File: config.mk
export PLATFORM = sky130hd
export DESIGN_NAME = alu_issue_arbiter
export DESIGN_NICKNAME = d
export VERILOG_FILES = /design/src/rtl/alu_issue_arbiter_pkg.sv /design/src/rtl/alu_arb_grant.sv /design/src/rtl/alu_issue_arbiter.sv
export SDC_FILE = /design/constraint.sdc
export NUM_CORES = 1
export LEC_CHECK = 0
export BUFFER_PORTS_ARGS = -buffer_cell sky130_fd_sc_hd__clkbuf_2
export CAP_MARGIN = 20
export CORE_ASPECT_RATIO = 2
export CORE_MARGIN = 2
export CORE_UTILIZATION = 46
export CTS_CLUSTER_SIZE = 25
export DETAILED_ROUTE_END_ITERATION = 16
export GPL_TIMING_DRIVEN = 0
export PLACE_DENSITY = 0.9
export SLEW_MARGIN = 20
export SYNTH_ARGS = -nofsm -noshare
export SYNTH_HDL_FRONTEND = slang
export SYNTH_SLANG_ARGS = --single-unit
File: constraint.sdc
create_clock -name clk -period 1.8 [get_ports clk]
set_input_delay 0.18 -clock clk [delete_from_list [all_inputs] [get_ports clk]]
set_output_delay 0.18 -clock clk [all_outputs]
set_load 0.01 [all_outputs]
File: src/rtl/alu_issue_arbiter_pkg.sv
// Shared definitions for the execute-stage ALU issue arbiter: ALU function codes and operand payload.
package alu_issue_arbiter_pkg;

    localparam int unsigned ALU_FUNC_W = 4;
    localparam int unsigned DATA_W     = 32;

    localparam logic [ALU_FUNC_W-1:0] ALU_NONE = 4'h0;
    localparam logic [ALU_FUNC_W-1:0] ALU_ADD  = 4'h1;
    localparam logic [ALU_FUNC_W-1:0] ALU_SUB  = 4'h2;
    localparam logic [ALU_FUNC_W-1:0] ALU_AND  = 4'h3;
    localparam logic [ALU_FUNC_W-1:0] ALU_OR   = 4'h4;
    localparam logic [ALU_FUNC_W-1:0] ALU_XOR  = 4'h5;
    localparam logic [ALU_FUNC_W-1:0] ALU_SLL  = 4'h6;
    localparam logic [ALU_FUNC_W-1:0] ALU_SRL  = 4'h7;
    localparam logic [ALU_FUNC_W-1:0] ALU_SRA  = 4'h8;
    localparam logic [ALU_FUNC_W-1:0] ALU_SLT  = 4'h9;
    localparam logic [ALU_FUNC_W-1:0] ALU_SLTU = 4'hA;

    typedef struct packed {
        logic [ALU_FUNC_W-1:0] func;
        logic [DATA_W-1:0]     a;
        logic [DATA_W-1:0]     b;
    } alu_op_t;

    localparam alu_op_t ALU_OP_IDLE = '{func: ALU_NONE, a: '0, b: '0};

    function automatic alu_op_t pick_op(input logic sel, input alu_op_t op0, input alu_op_t op1);
        return sel ? op1 : op0;
    endfunction

endpackage

File: src/rtl/alu_arb_grant.sv
// Fixed-priority grant to requester 0 with a starvation counter that forces requester 1 through.
module alu_arb_grant #(
    parameter int unsigned MAX_WAIT = 4
) (
    input  logic clk,
    input  logic rst_i,
    input  logic req0_valid,
    input  logic req1_valid,
    input  logic accept_en,
    output logic grant_c,
    output logic req0_ready_c,
    output logic req1_ready_c
);

    localparam int unsigned        CNT_W   = 4;
    localparam logic [CNT_W-1:0]   CNT_MAX = CNT_W'(MAX_WAIT);

    logic [CNT_W-1:0] starve_cnt;
    logic             hs0;
    logic             hs1;

    // Requester 1 wins when requester 0 is idle or it has lost MAX_WAIT times in a row
    assign grant_c      = req1_valid & (!req0_valid | (starve_cnt == CNT_MAX));
    assign req0_ready_c = accept_en & !grant_c;
    assign req1_ready_c = accept_en &  grant_c;

    assign hs0 = req0_valid & req0_ready_c;
    assign hs1 = req1_valid & req1_ready_c;

    always_ff @(posedge clk) begin
        if (!rst_i) begin
            starve_cnt <= '0;
        end else if (hs1) begin
            starve_cnt <= '0;
        end else if (hs0 && req1_valid && (starve_cnt != CNT_MAX)) begin
            starve_cnt <= starve_cnt + CNT_W'(1);
        end
    end

endmodule

File: src/rtl/alu_issue_arbiter.sv
// Shares the execute-stage ALU between the integer path (req0) and branch/AGU (req1):
// X stage drives the ALU, R stage holds the captured result for the response channel.
module alu_issue_arbiter
    import alu_issue_arbiter_pkg::*;
#(
    parameter int unsigned TAG_W    = 5,
    parameter int unsigned MAX_WAIT = 4
) (
    input  logic                  clk,
    input  logic                  rst_i,
    input  logic                  hold_i,
    input  logic                  req0_valid_i,
    output logic                  req0_ready_o,
    input  logic [ALU_FUNC_W-1:0] req0_func_i,
    input  logic [DATA_W-1:0]     req0_a_i,
    input  logic [DATA_W-1:0]     req0_b_i,
    input  logic [TAG_W-1:0]      req0_tag_i,
    input  logic                  req1_valid_i,
    output logic                  req1_ready_o,
    input  logic [ALU_FUNC_W-1:0] req1_func_i,
    input  logic [DATA_W-1:0]     req1_a_i,
    input  logic [DATA_W-1:0]     req1_b_i,
    input  logic [TAG_W-1:0]      req1_tag_i,
    output logic [ALU_FUNC_W-1:0] alu_func_o,
    output logic [DATA_W-1:0]     alu_a_o,
    output logic [DATA_W-1:0]     alu_b_o,
    input  logic [DATA_W-1:0]     alu_result_i,
    output logic                  rsp_valid_o,
    input  logic                  rsp_ready_i,
    output logic                  rsp_id_o,
    output logic [TAG_W-1:0]      rsp_tag_o,
    output logic [DATA_W-1:0]     rsp_result_o,
    output logic                  busy_o
);

    logic              x_valid;
    alu_op_t           x_op;
    logic              x_id;
    logic [TAG_W-1:0]  x_tag;

    logic              r_valid;
    logic [DATA_W-1:0] r_result;
    logic              r_id;
    logic [TAG_W-1:0]  r_tag;

    logic              busy_q;

    logic              r_free;
    logic              x_adv;
    logic              accept_en;
    logic              rsp_hs;
    logic              grant;
    logic              accept;
    logic              x_valid_nxt;
    logic              r_valid_nxt;
    alu_op_t           in_op;

    assign r_free    = !r_valid | rsp_ready_i;
    assign x_adv     = x_valid & r_free & !hold_i;
    assign accept_en = !hold_i & (!x_valid | x_adv);
    assign rsp_hs    = r_valid & rsp_ready_i;

    alu_arb_grant #(
        .MAX_WAIT (MAX_WAIT)
    ) u_grant (
        .clk          (clk),
        .rst_i        (rst_i),
        .req0_valid   (req0_valid_i),
        .req1_valid   (req1_valid_i),
        .accept_en    (accept_en),
        .grant_c      (grant),
        .req0_ready_c (req0_ready_o),
        .req1_ready_c (req1_ready_o)
    );

    assign accept = (req0_valid_i & req0_ready_o) | (req1_valid_i & req1_ready_o);
    assign in_op  = pick_op(grant,
                            '{func: req0_func_i, a: req0_a_i, b: req0_b_i},
                            '{func: req1_func_i, a: req1_a_i, b: req1_b_i});

    assign x_valid_nxt = accept | (x_valid & !x_adv);
    assign r_valid_nxt = x_adv  | (r_valid & !rsp_hs);

    // X is parked at ALU_OP_IDLE whenever empty so the ALU lines come straight from flops
    always_ff @(posedge clk) begin
        if (!rst_i) begin
            x_valid  <= 1'b0;
            x_op     <= ALU_OP_IDLE;
            x_id     <= 1'b0;
            x_tag    <= '0;
            r_valid  <= 1'b0;
            r_result <= '0;
            r_id     <= 1'b0;
            r_tag    <= '0;
            busy_q   <= 1'b0;
        end else begin
            x_valid <= x_valid_nxt;
            if (accept) begin
                x_op  <= in_op;
                x_id  <= grant;
                x_tag <= grant ? req1_tag_i : req0_tag_i;
            end else if (x_adv) begin
                x_op  <= ALU_OP_IDLE;
            end

            r_valid <= r_valid_nxt;
            if (x_adv) begin
                r_result <= alu_result_i;
                r_id     <= x_id;
                r_tag    <= x_tag;
            end

            busy_q <= x_valid_nxt | r_valid_nxt;
        end
    end

    assign alu_func_o   = x_op.func;
    assign alu_a_o      = x_op.a;
    assign alu_b_o      = x_op.b;
    assign rsp_valid_o  = r_valid;
    assign rsp_id_o     = r_id;
    assign rsp_tag_o    = r_tag;
    assign rsp_result_o = r_result;
    assign busy_o       = busy_q;

endmodule

After elaboration in Yosys (flattened, before gate mapping)
Index checks and enable logic that the tools add are counted.
{"block": "word_totals", "regBits": 119, "input_bits": 184, "out_inout_bits": 110, "wordCells": 49}
{"block": "classes", "n_addsub": 1, "n_eq_ne": 2, "mux": 4, "n_bitwise": 19, "reduce_logical": 11}
{"op": "2-to-1 mux 68 bit", "n": 3}
{"op": "bitwise AND 1 bit", "n": 11}
{"op": "zero test 1 bit", "n": 7}
{"op": "bitwise OR 1 bit", "n": 7}
{"op": "2-to-1 mux 5 bit", "n": 1}
{"op": "adder 4 x 1 -> 4 bit (second input constant)", "n": 1}
{"op": "== test 4 x 3 -> 1 bit (second input constant)", "n": 1}
{"op": "inequality test 4 x 3 -> 1 bit (second input constant)", "n": 1}
{"op": "logical AND 1 bit", "n": 2}
{"op": "nonzero test 2 bit", "n": 1}
{"op": "OR reduction 2 bit", "n": 1}
{"op": "NOT 1 bit", "n": 1}

Longest topological paths before layout
Gate-level depths: netlist (run 1).
{"block": "logic_depth", "ltp_word": 11, "depth_mapped": 8, "depth_no_buf": 6}

Modules after synthesis
From an unflattened synthesis (run 1), not the netlist that was laid out.
{"block": "hier_totals", "cells_unflattened": 631, "area_unflattened_um2": 5654.2}
{"mod": "alu_issue_arbiter", "n_inst": 1, "cells_per_inst": 598, "area_each_um2": 5378.9, "seq_area_each_um2": 2302.2}
{"mod": "alu_arb_grant", "n_inst": 1, "cells_per_inst": 33, "area_each_um2": 275.3, "seq_area_each_um2": 80.1}

Least setup slack after synthesis (run 1)
OpenSTA, ideal clock, no wires.
{"block": "synth_timing", "path_type": "flip-flop to output port", "startpoint": "reg u_grant.starve_cnt[0]", "endpoint": "out req0_ready_o", "arrival_ns": 1.527, "required_time_ns": 1.620, "setup_slack_ns": 0.093, "stages_incl_launch_ff": 7, "path_buffers": 1, "cell_sequence": "dfxtp_1 -> inv_1 -> ha_1 -> and4b_1 -> or2_1 -> clkbuf_1 -> nor3_1"}
{"block": "synth_between", "elab_chain_cells": 5}
{"item": "from (decl)", "line_no": "alu_arb_grant.sv:18", "rtl": "logic [CNT_W-1:0] starve_cnt;"}
{"item": "from (signal assigned)", "line_no": "alu_arb_grant.sv:36", "rtl": "starve_cnt <= starve_cnt + CNT_W'(1);"}
{"item": "== test 4 x 3 -> 1 bit", "line_no": "alu_arb_grant.sv:23", "rtl": "assign grant_c = req1_valid & (!req0_valid | (starve_cnt == CNT_MAX));"}
{"item": "bitwise OR 1 bit", "line_no": "alu_arb_grant.sv:23"}
{"item": "bitwise AND 1 bit", "line_no": "alu_arb_grant.sv:23"}
{"item": "zero test 1 bit", "line_no": "alu_arb_grant.sv:24", "rtl": "assign req0_ready_c = accept_en & !grant_c;"}
{"item": "bitwise AND 1 bit", "line_no": "alu_arb_grant.sv:24"}
{"item": "to (decl)", "line_no": "alu_issue_arbiter.sv:13", "rtl": "output logic req0_ready_o,"}
No other way between the ends.

Worst setup path in the final report (run 1)
Ends and elaborated chain as after synthesis.

==> flow_metrics.py, run 1 <==
metrics = {
    "routing": {
        "ant_nets": 0,
        "wl_per_cell_um": 17.1,
        "drc_errors": 0,
        "drt-total-wl_um": 19400,
        "dr.pass1.iters": 7,
        "drtIter0Drc": 254,
        "num_vias": 6103,
        "vias_per_cell": 5.36,
    },
    "floorplanning": {
        "die_w_um": 83.7,
        "ios": 294,
        "core.rowCount": 58,
        "dieArea_um2": 13700,
        "core_um2": 12500,
        "die_h_um": 163,
        "initial_core_util_pct": 46.9,
    },
    "cts": {
        "clk_latency_ps": 410,
        "cts_root_buf": "clkbuf_16",
        "path_clk_slew_ps": 60,
        "numCtsBuffers": 17,
        "cts_tree": "yes",
        "ctsHtreeMaxLevel": 4,
        "clock_path_buffers": 2,
        "cts.sinks": 119,
    },
    "worst_setup_path": {
        "path_buf_inv": 3,
        "crit_required_ps": 1620,
        "critPathTopFamily": "simple AND/OR/NAND/NOR gates",
        "critPathMaxFanout": 2,
        "arrival_ps": 1810,
        "cp_slowest_cell": "dfxtp_2",
        "critPathKind": "register to primary output",
        "cp_slowest_stage_delay_ps": 330,
        "crit_chain": "inv_2 -> ha_4 -> and4b_1 -> or2_4 -> buf_8 -> nor3_4 -> buf_2",
        "startpoint_type": "register",
        "end_kind": "primary output",
    },
    "logic_synthesis": {
        "synth_top_cells_by_count": "208 x nand2_1, 119 x dfxtp_1, 73 x a21oi_2, 65 x a311oi_2, 36 x a21oi_1",
        "synthArstFlopShare_pct": 0,
        "syn_area_per_cell_um2": 9.27,
        "synth_top_area_share_pct": 40.7,
        "ys.flop_type": "dfxtp_1",
        "synthCells": 631,
        "yosys.area_share.simple_pct": 18.3,
        "yosysSeqAreaShare_pct": 40.7,
        "synth.most_common_cell": "nand2_1",
        "synth_edf_count": 0,
        "synthesis.nets": 817,
        "synth_top_family_by_area": "compound AO/OA/AOI/OAI gates",
        "synth_adder_area_share_pct": 0.428,
        "muxShareOfSynthArea_pct": 0,
        "yosys_warnings": 0,
        "synth_area_leaders": "dfxtp_1 41%, a311oi_2 17%, nand2_1 13%",
        "synth_top_cell_by_area": "dfxtp_1",
        "synth-xor-area-share_pct": 0,
        "ys_types": 37,
        "netlist_area_um2": 5850,
        "ys_ff_latch": 119,
        "synth_compound_area_share_pct": 33.2,
    },
    "layout": {
        "area_growth_pct": 47.2,
        "finalNonFillerCells": 1139,
        "nets": 1162,
        "insertedDiodeCount": 0,
        "drive_above_1_share_pct": 55.8,
    },
    "global_route": {
        "antenna_found_initial": 0,
        "track_usage_pct": 27.3,
        "grt_overflow": 0,
        "grt_max_degree": 17,
        "grt_pass1_wl_um": 29900,
        "grt_pass1_vias": 6207,
    },
    "placement": {
        "dp_cells": 1074,
        "post-dp-hpwl_um": 14200,
        "io_buffers": 293,
        "gp_congestion": 0.897,
    },
    "timing": {
        "slew_violations": 0,
        "fin_hold_ws_ps": 4.69,
        "timing.final.crit_share_pct": 111,
        "relSlewSlack_pct": 51.8,
        "final.setup.worst_slack_ps": -191,
        "tightest_slew_ps": 723,
        "setup_viol": 38,
        "fmax_mhz": 502,
        "hold_viol": 0,
        "skew_ps": 10.7,
        "fin_crit_ps": 1990,
        "rsz0062_at_grt": "true",
    },
    "run_status": {
        "status": "finished with violations",
        "violations": "negative setup slack",
    },
    "power_and_ir_drop": {
        "comb_power_share_pct": 17.7,
        "ir_drop_v": 0.000761,
        "p_leak_nw": 3.79,
        "power.switching_mw": 2.20,
        "p_seq_share_pct": 36.3,
        "clockPowerShare_pct": 46.0,
        "p_int_mw": 5.82,
        "power.density_nw_per_um2": 932,
        "netSwitchingFraction_pct": 27.5,
    },
    "job": {
        "timing.max_cap.violations": 0,
    },
    "worst_hold_path": {
        "worstHoldPathType": "primary input to register",
    },
}
-- registers in the layout, indices dropped and copies added, names as in the netlist --
register and count:
u_grant.starve_cnt 4, alu_b_o 32, x_id 1, alu_func_o 4, alu_a_o 32, busy_o 1, x_tag 5, rsp_tag_o 5
x_valid 1, rsp_result_o 32, rsp_id_o 1, rsp_valid_o 1
-- layout make-up --
class	instances	area [um^2]
fillers	955	3870
flip-flops and latches	119	2380
clock inverters	13	195
clock buffers	19	443
inverters	4	15.0
multi-input cells	447	3090
repair buffers	326	1790
plain buffers	61	504
well taps	150	188
-- timing repair --
item	CTS	global route
gates resized for setup	24	33
hold endpoints to repair	25	0
setup endpoints to repair	73	92
pin swaps	5	2
hold buffers	25	0
buffers inserted	5	3
-- placed cells by master (no fill, tap or decap), drive strengths merged, types with 2 or more instances in the layout --
| master | n |
|---|---|
| clkinv | 4 |
| inv | 6 |
| a31oi | 5 |
| nor2 | 5 |
| dlygate4sd3 | 25 |
| bufinv | 4 |
| a21oi | 109 |
| nand2b | 4 |
| buf | 51 |
| o21ai | 5 |
| clkinvlp | 3 |
| a311oi | 68 |
| ha | 2 |
| nand2 | 229 |
| dfxtp | 119 |
| clkbuf | 330 |
| nor3 | 3 |
| nor2b | 2 |
| a21o | 2 |
-- power by group through the flow --
stage	Combinational (mW)	Clock (mW)	Sequential, mW
3_3_place_gp	1.29	0	2.96
2_1_floorplan	0.714	0	3.03
4_1_cts	1.40	3.71	2.91
5_1_grt	1.53	3.83	2.93
3_5_place_dp	1.32	0	2.97
6_report	1.42	3.69	2.92
-- tightest hold or removal path: stages --
cell      delay, ps
clkbuf_2         80
nand2_1          70
a21oi_2          50
-- layer usage --
metal  global-route usage (%)  part of all wire, %  vias up
met2                     52.1                   56      274
met5                        0                    0        -
met3                     7.48                  6.2       61
met1                     26.5                   34     2852
met4                     13.0                  4.0        0
li1                         -                    -     2916
-- kinds of logic after synthesis --
logic type | after synthesis
adders and majority gates | 2
DFF | 119
buffers and inverters | 65
and+or+nand+nor | 250
AOI/OAI and AO/OA | 195
-- worst paths after layout --
| kind | end | startpoint | slack [ps] | cells past startpoint |
|---|---|---|---|---|
| worst max-delay path | req0_ready_o | u_grant.starve_cnt[0]$_SDFFE_PP0P_ | -190 | 7 |
| worst max register to register | alu_b_o[21]$_SDFFE_PN0P_ | u_grant.starve_cnt[0]$_SDFFE_PP0P_ | -80 | 10 |
| worst min register to register | rsp_tag_o[0]$_SDFFE_PN0P_ | x_tag[0]$_SDFFE_PN0P_ | 460 | 2 |
| worst min-delay path | rsp_result_o[5]$_SDFFE_PN0P_ | alu_result_i[5] | 5 | 3 |
-- through the flow --
stage	utilization, %	power, mW	setup slack [ps]	TNS [ps]	instance area (um^2)
finish	69.0	8.03	-191	-1110	8610
global route	69.0	8.30	-260	-6800	8610
CTS	68.2	8.02	-169	-426	8520
detailed placement	60.1	4.29	-281	-12370	7500
global placement	60.1	4.26	-245	-9090	7500
floorplan	-	3.74	92.7	0	5850
No activity file was read; power rests on OpenSTA's default activity.
==> run 2, diff against run 1 <==
Settings changed: CORE_UTILIZATION 46 to 42, PLACE_DENSITY 0.9 to 0.86.
Clock period 1.8 ns to 1.79 ns, I/O delays scaled along.
==> run 2 against run 1 <==
  * The run still ends with negative setup slack left
  * Setup slack better by 52 ps
  * Utilization is 2.5 points lower
  * Via count grew 4.5%
  * Critical path depth stayed put
  * Highest routed layer unchanged
==> flow_metrics.py, run 2 (synthesized netlist as in run 1, its figures left out) <==
metrics = {
    "cts": {
        "clock_path_buffers": 2,
        "numCtsBuffers": 17,
        "cts_root_buf": "clkbuf_16",
        "ctsHtreeMaxLevel": 4,
        "cts_tree": "yes",
        "cts.sinks": 119,
        "path_clk_slew_ps": 60,
        "clk_latency_ps": 410,
    },
    "timing": {
        "tns_ps": -2130,
        "skew_ps": 13.6,
        "fin_hold_ws_ps": 13.5,
        "final.setup.worst_slack_ps": -139,
        "fin_crit_ps": 1930,
        "fmax_mhz": 518,
        "setup_viol": 30,
        "tightest_slew_ps": 792,
        "hold_viol": 0,
        "slew_violations": 0,
        "rsz0062_at_grt": "true",
        "timing.final.crit_share_pct": 108,
        "relSlewSlack_pct": 47.2,
    },
    "layout": {
        "final_cell_mix": "293 x clkbuf_2, 183 x nand2_1, 117 x dfxtp_1",
        "fin_util_pct": 66.5,
        "insertedDiodeCount": 0,
        "fillers": 1077,
        "final_common_cell": "clkbuf_2",
        "drive_above_1_share_pct": 58.7,
        "finalNonFillerCells": 1163,
        "multi_input_area_um2": 3200,
        "register_area_um2": 2380,
        "area_growth_pct": 56.1,
        "nets": 1179,
    },
    "routing": {
        "dr.pass1.iters": 4,
        "drc_errors": 0,
        "drt-total-wl_um": 21200,
        "ant_nets": 0,
        "drtIter0Drc": 274,
        "vias_per_cell": 5.48,
        "wl_per_cell_um": 18.2,
        "num_vias": 6375,
    },
    "worst_setup_path": {
        "crit_chain": "inv_2 -> ha_4 -> and4b_1 -> or2_4 -> buf_8 -> nor3_4 -> buf_6",
        "path_buf_inv": 3,
        "cp_slowest_stage_delay_ps": 330,
        "crit_required_ps": 1610,
        "critPathTopFamily": "simple AND/OR/NAND/NOR gates",
        "cp_slowest_cell": "dfxtp_2",
        "critPathMaxFanout": 2,
        "critPathKind": "register to primary output",
        "arrival_ps": 1750,
        "end_kind": "primary output",
        "startpoint_type": "register",
    },
    "global_route": {
        "grt_pass1_vias": 6139,
        "grt_max_degree": 17,
        "antenna_found_initial": 0,
        "track_usage_pct": 26.0,
        "grt_pass1_wl_um": 30500,
        "grt_overflow": 0,
    },
    "floorplanning": {
        "ios": 294,
        "core.rowCount": 61,
        "die_h_um": 171,
        "core_um2": 13700,
        "die_w_um": 87.4,
        "initial_core_util_pct": 42.6,
        "dieArea_um2": 14900,
    },
    "power_and_ir_drop": {
        "p_leak_nw": 4.02,
        "power.density_nw_per_um2": 890,
        "ir_drop_v": 0.000619,
    },
    "worst_hold_path": {
        "worstHoldPathType": "primary input to register",
    },
    "placement": {
        "dp_cells": 1081,
        "io_buffers": 293,
        "preCtsSetupSlack_ps": -295,
        "gp_congestion": 0.904,
        "post-dp-hpwl_um": 14500,
    },
    "run_status": {
        "status": "finished with violations",
        "violations": "negative setup slack",
    },
    "job": {
        "timing.max_cap.violations": 0,
    },
}
run 2: cell types whose count changed in the layout (fill, tap and decap cells not counted), moves of 2 or more:
cell       before  now
nand2_1       208  183
inv_6           2    6
clkbuf_16      17   27
a311oi_1        1    3
buf_6          10   12
a311oi_2       67   65
buf_4          21   16
clkbuf_4        2    0
buf_8           7   15
nand2_2        21   34
nand2_4         0   12
buf_12          4    8
run 2: metal layers:
metal	share of wire [%]	up-vias	global-route usage, %
met2	53	343	46.2
met1	36	3027	27.9
li1	-	2945	-
met4	3.9	0	12.6
met5	0	-	0
met3	7.4	60	6.27
run 2: worst min-delay path: stages:
cell	delay, ps
clkbuf_2	80
nand2_1	70
a21oi_2	50
run 2: timing repair:
action,4_1_cts,5_1_grt
hold buffers,26,0
gates cloned,0,10
gates resized for setup,19,100
setup endpoints to repair,73,72
buffers inserted,5,10
endpoints found under the hold margin,26,0
pin swaps,5,38
run 2: area by class of cell:
type	count	share of cell area (%)
Inverter	4	0.164
Timing Repair Buffer	343	23.5
Buffer	61	6.29
Tap cell	157	2.15
Multi-Input combinational cell	447	35.1
Sequential cell	119	26.1
Clock buffer	17	4.66
Clock inverter	15	2.07
run 2: stage by stage:
stage                     cell area (um^2)  power, mW
after CTS                             8500       7.97
after global placement                7510       4.29
after global routing                  9130       8.40
after detailed placement              7510       4.32
after floorplan                       5850       3.76
final                                 9130       8.12
run 2: worst paths after layout:
kind / start / to / slack (ps) / cells after the start
hold / removal: alu_result_i[27] / rsp_result_o[27]$_SDFFE_PN0P_ / 10 / 3
setup / recovery: u_grant.starve_cnt[1]$_SDFFE_PP0P_ / req0_ready_o / -140 / 7
hold reg to reg: rsp_result_o[20]$_SDFFE_PN0P_ / rsp_result_o[20]$_SDFFE_PN0P_ / 460 / 2
setup reg to reg: u_grant.starve_cnt[1]$_SDFFE_PP0P_ / alu_a_o[11]$_SDFFE_PN0P_ / -110 / 10
run 2: report_power, final:
group          leakage [nW]  switching [mW]  internal (mW)
Combinational          2.74           0.839          0.749
Sequential            0.979           0.125           2.82
Clock                 0.296            1.37           2.22
Total                  4.02            2.33           5.79
==> run 3, diff against run 2 <==
Settings changed: CORE_MARGIN 2 to unset, GPL_TIMING_DRIVEN 0 to unset.
==> run 3 against run 2 <==
  * The run still ends with negative setup slack left
  * Non-clock buffer count down 46
  * Sequential cell count is the same
  * Via count is 5.7% lower
  * Critical path depth decreased by 1
  * Final cell count decreased by 4.1%
  * Sequential power is essentially flat
  * Maximum frequency up 3.4%
  * Total power down 4.8%
  * Highest routed layer unchanged
==> flow_metrics.py, run 3 (synthesized netlist as in run 1, its figures left out) <==
metrics = {
    "routing": {
        "num_vias": 6012,
        "vias_per_cell": 5.39,
        "wl_per_cell_um": 17.0,
        "ant_nets": 0,
        "drt-total-wl_um": 19000,
        "drc_errors": 0,
        "drtIter0Drc": 185,
        "dr.pass1.iters": 4,
    },
    "worst_hold_path": {
        "holdPathStages": 3,
        "worstHoldPathType": "primary input to register",
        "hold_end": "rsp_result_o[17]$_SDFFE_PN0P_",
        "min_from": "alu_result_i[17]",
    },
    "floorplanning": {
        "initial_core_util_pct": 43.3,
        "ios": 294,
        "core.rowCount": 60,
        "die_h_um": 169,
        "die_w_um": 85.4,
        "core_um2": 13500,
        "dieArea_um2": 14400,
    },
    "job": {
        "timing.max_cap.violations": 0,
    },
    "timing": {
        "relSlewSlack_pct": 72.9,
        "final.setup.worst_slack_ps": -75.5,
        "slew_violations": 0,
        "setup_viol": 3,
        "tightest_slew_ps": 406,
        "fmax_mhz": 536,
        "timing.final.crit_share_pct": 104,
        "fin_crit_ps": 1870,
        "skew_ps": 18.0,
        "tns_ps": -137,
        "rsz0062_at_grt": "true",
        "hold_viol": 0,
    },
    "worst_setup_path": {
        "ff2ff_path_depth": 8,
        "startpoint_type": "register",
        "critPathMaxFanout": 2,
        "cp_slowest_cell": "dfxtp_2",
        "cp_slowest_stage_delay_ps": 340,
        "r2r_start": "u_grant.starve_cnt[1]$_SDFFE_PP0P_",
        "regToRegEndpoint": "alu_b_o[17]$_SDFFE_PN0P_",
        "crit_chain": "inv_2 -> ha_4 -> and4b_2 -> or2_4 -> nor3_2 -> buf_2",
        "critPathTopFamily": "simple AND/OR/NAND/NOR gates",
        "path_buf_inv": 2,
        "crit_required_ps": 1610,
        "reg2reg_slack_ps": 0,
        "end_kind": "primary output",
        "critPathKind": "register to primary output",
        "arrival_ps": 1690,
    },
    "global_route": {
        "grt_overflow": 0,
        "grt_pass1_vias": 6005,
        "antenna_found_initial": 0,
        "grt_max_degree": 56,
        "grt_pass1_wl_um": 28300,
        "track_usage_pct": 24.7,
    },
    "layout": {
        "final_common_cell": "clkbuf_2",
        "final_cell_mix": "291 x clkbuf_2, 208 x nand2_1, 117 x dfxtp_1",
        "area_growth_pct": 45.7,
        "nets": 1133,
        "fin_util_pct": 63.1,
        "drive_above_1_share_pct": 55.9,
        "design_area_um2": 8520,
        "insertedDiodeCount": 0,
    },
    "cts": {
        "ctsHtreeMaxLevel": 4,
        "clock_path_buffers": 2,
        "clk_latency_ps": 410,
        "path_clk_slew_ps": 60,
        "cts_tree": "yes",
        "numCtsBuffers": 17,
        "cts_root_buf": "clkbuf_16",
        "cts.sinks": 119,
    },
    "placement": {
        "gp_congestion": 0.820,
        "place_area_um2": 7450,
        "preCtsSetupSlack_ps": 49.5,
        "io_buffers": 293,
        "post-dp-hpwl_um": 12700,
    },
    "run_status": {
        "status": "finished with violations",
        "violations": "negative setup slack",
    },
    "power_and_ir_drop": {
        "ir_drop_v": 0.000655,
        "power.total_mw": 7.73,
        "p_leak_nw": 3.73,
        "power.density_nw_per_um2": 907,
    },
}
## run 3: how the worst max path moves through the flow
stage	slack, ps	cells past startpoint	to	startpoint
final	-80	6	req0_ready_o	u_grant.starve_cnt[1]$_SDFFE_PP0P_
after global routing	-150	6	req0_ready_o	u_grant.starve_cnt[0]$_SDFFE_PP0P_
after CTS	-80	6	req0_ready_o	u_grant.starve_cnt[0]$_SDFFE_PP0P_
after detailed placement	50	7	alu_a_o[18]$_SDFFE_PN0P_	u_grant.starve_cnt[1]$_SDFFE_PP0P_
after global placement	90	7	alu_a_o[28]$_SDFFE_PN0P_	u_grant.starve_cnt[1]$_SDFFE_PP0P_
after floorplan	80	6	req0_ready_o	u_grant.starve_cnt[0]$_SDFFE_PP0P_
## run 3: worst register-to-register path, stage by stage (launching register included)
cell and delay, ps:
dfxtp_2 330, inv_2 70, ha_4 130, and4b_2 270, or2_4 140, buf_4 200, buf_12 170, nand2_1 90
a311oi_2 310
## run 3: metrics by stage
stage / cells / hold slack (ps)
after floorplan: 631 / 315
after global placement: 1043 / 405
after detailed placement: 1043 / 414
after CTS: 1110 / 2.77
after global routing: 1115 / 8.03
final: 1115 / 17.4
## run 3: repair_timing
action | CTS | global route
cloned | 1 | 3
setup buffers | 6 | 2
endpoints found under the hold margin | 28 | 0
resized for setup | 11 | 2
hold buffers | 28 | 0
pin swaps | 6 | 0
endpoints found under the setup margin | 2 | 21
## run 3: layer usage
layer  share of wire, %  global-route usage (%)
met5                  0                       0
met4                5.3                    14.9
met3                5.0                    5.12
met2                 54                    45.8
met1                 36                    24.5
## run 3: final cells by class
type	instances	area, um^2
tap	155	194
sequential	119	2380
inverter	4	20.0
clock inverter	14	150
multi-input combinational	447	3080
fill	1081	4990
clock buffer	18	439
timing repair buffer	358	2250
## run 3: power breakdown
group | switching (mW) | internal, mW
Combinational | 0.763 | 0.655
Sequential | 0.107 | 2.82
Clock | 1.29 | 2.10
Total | 2.16 | 5.57
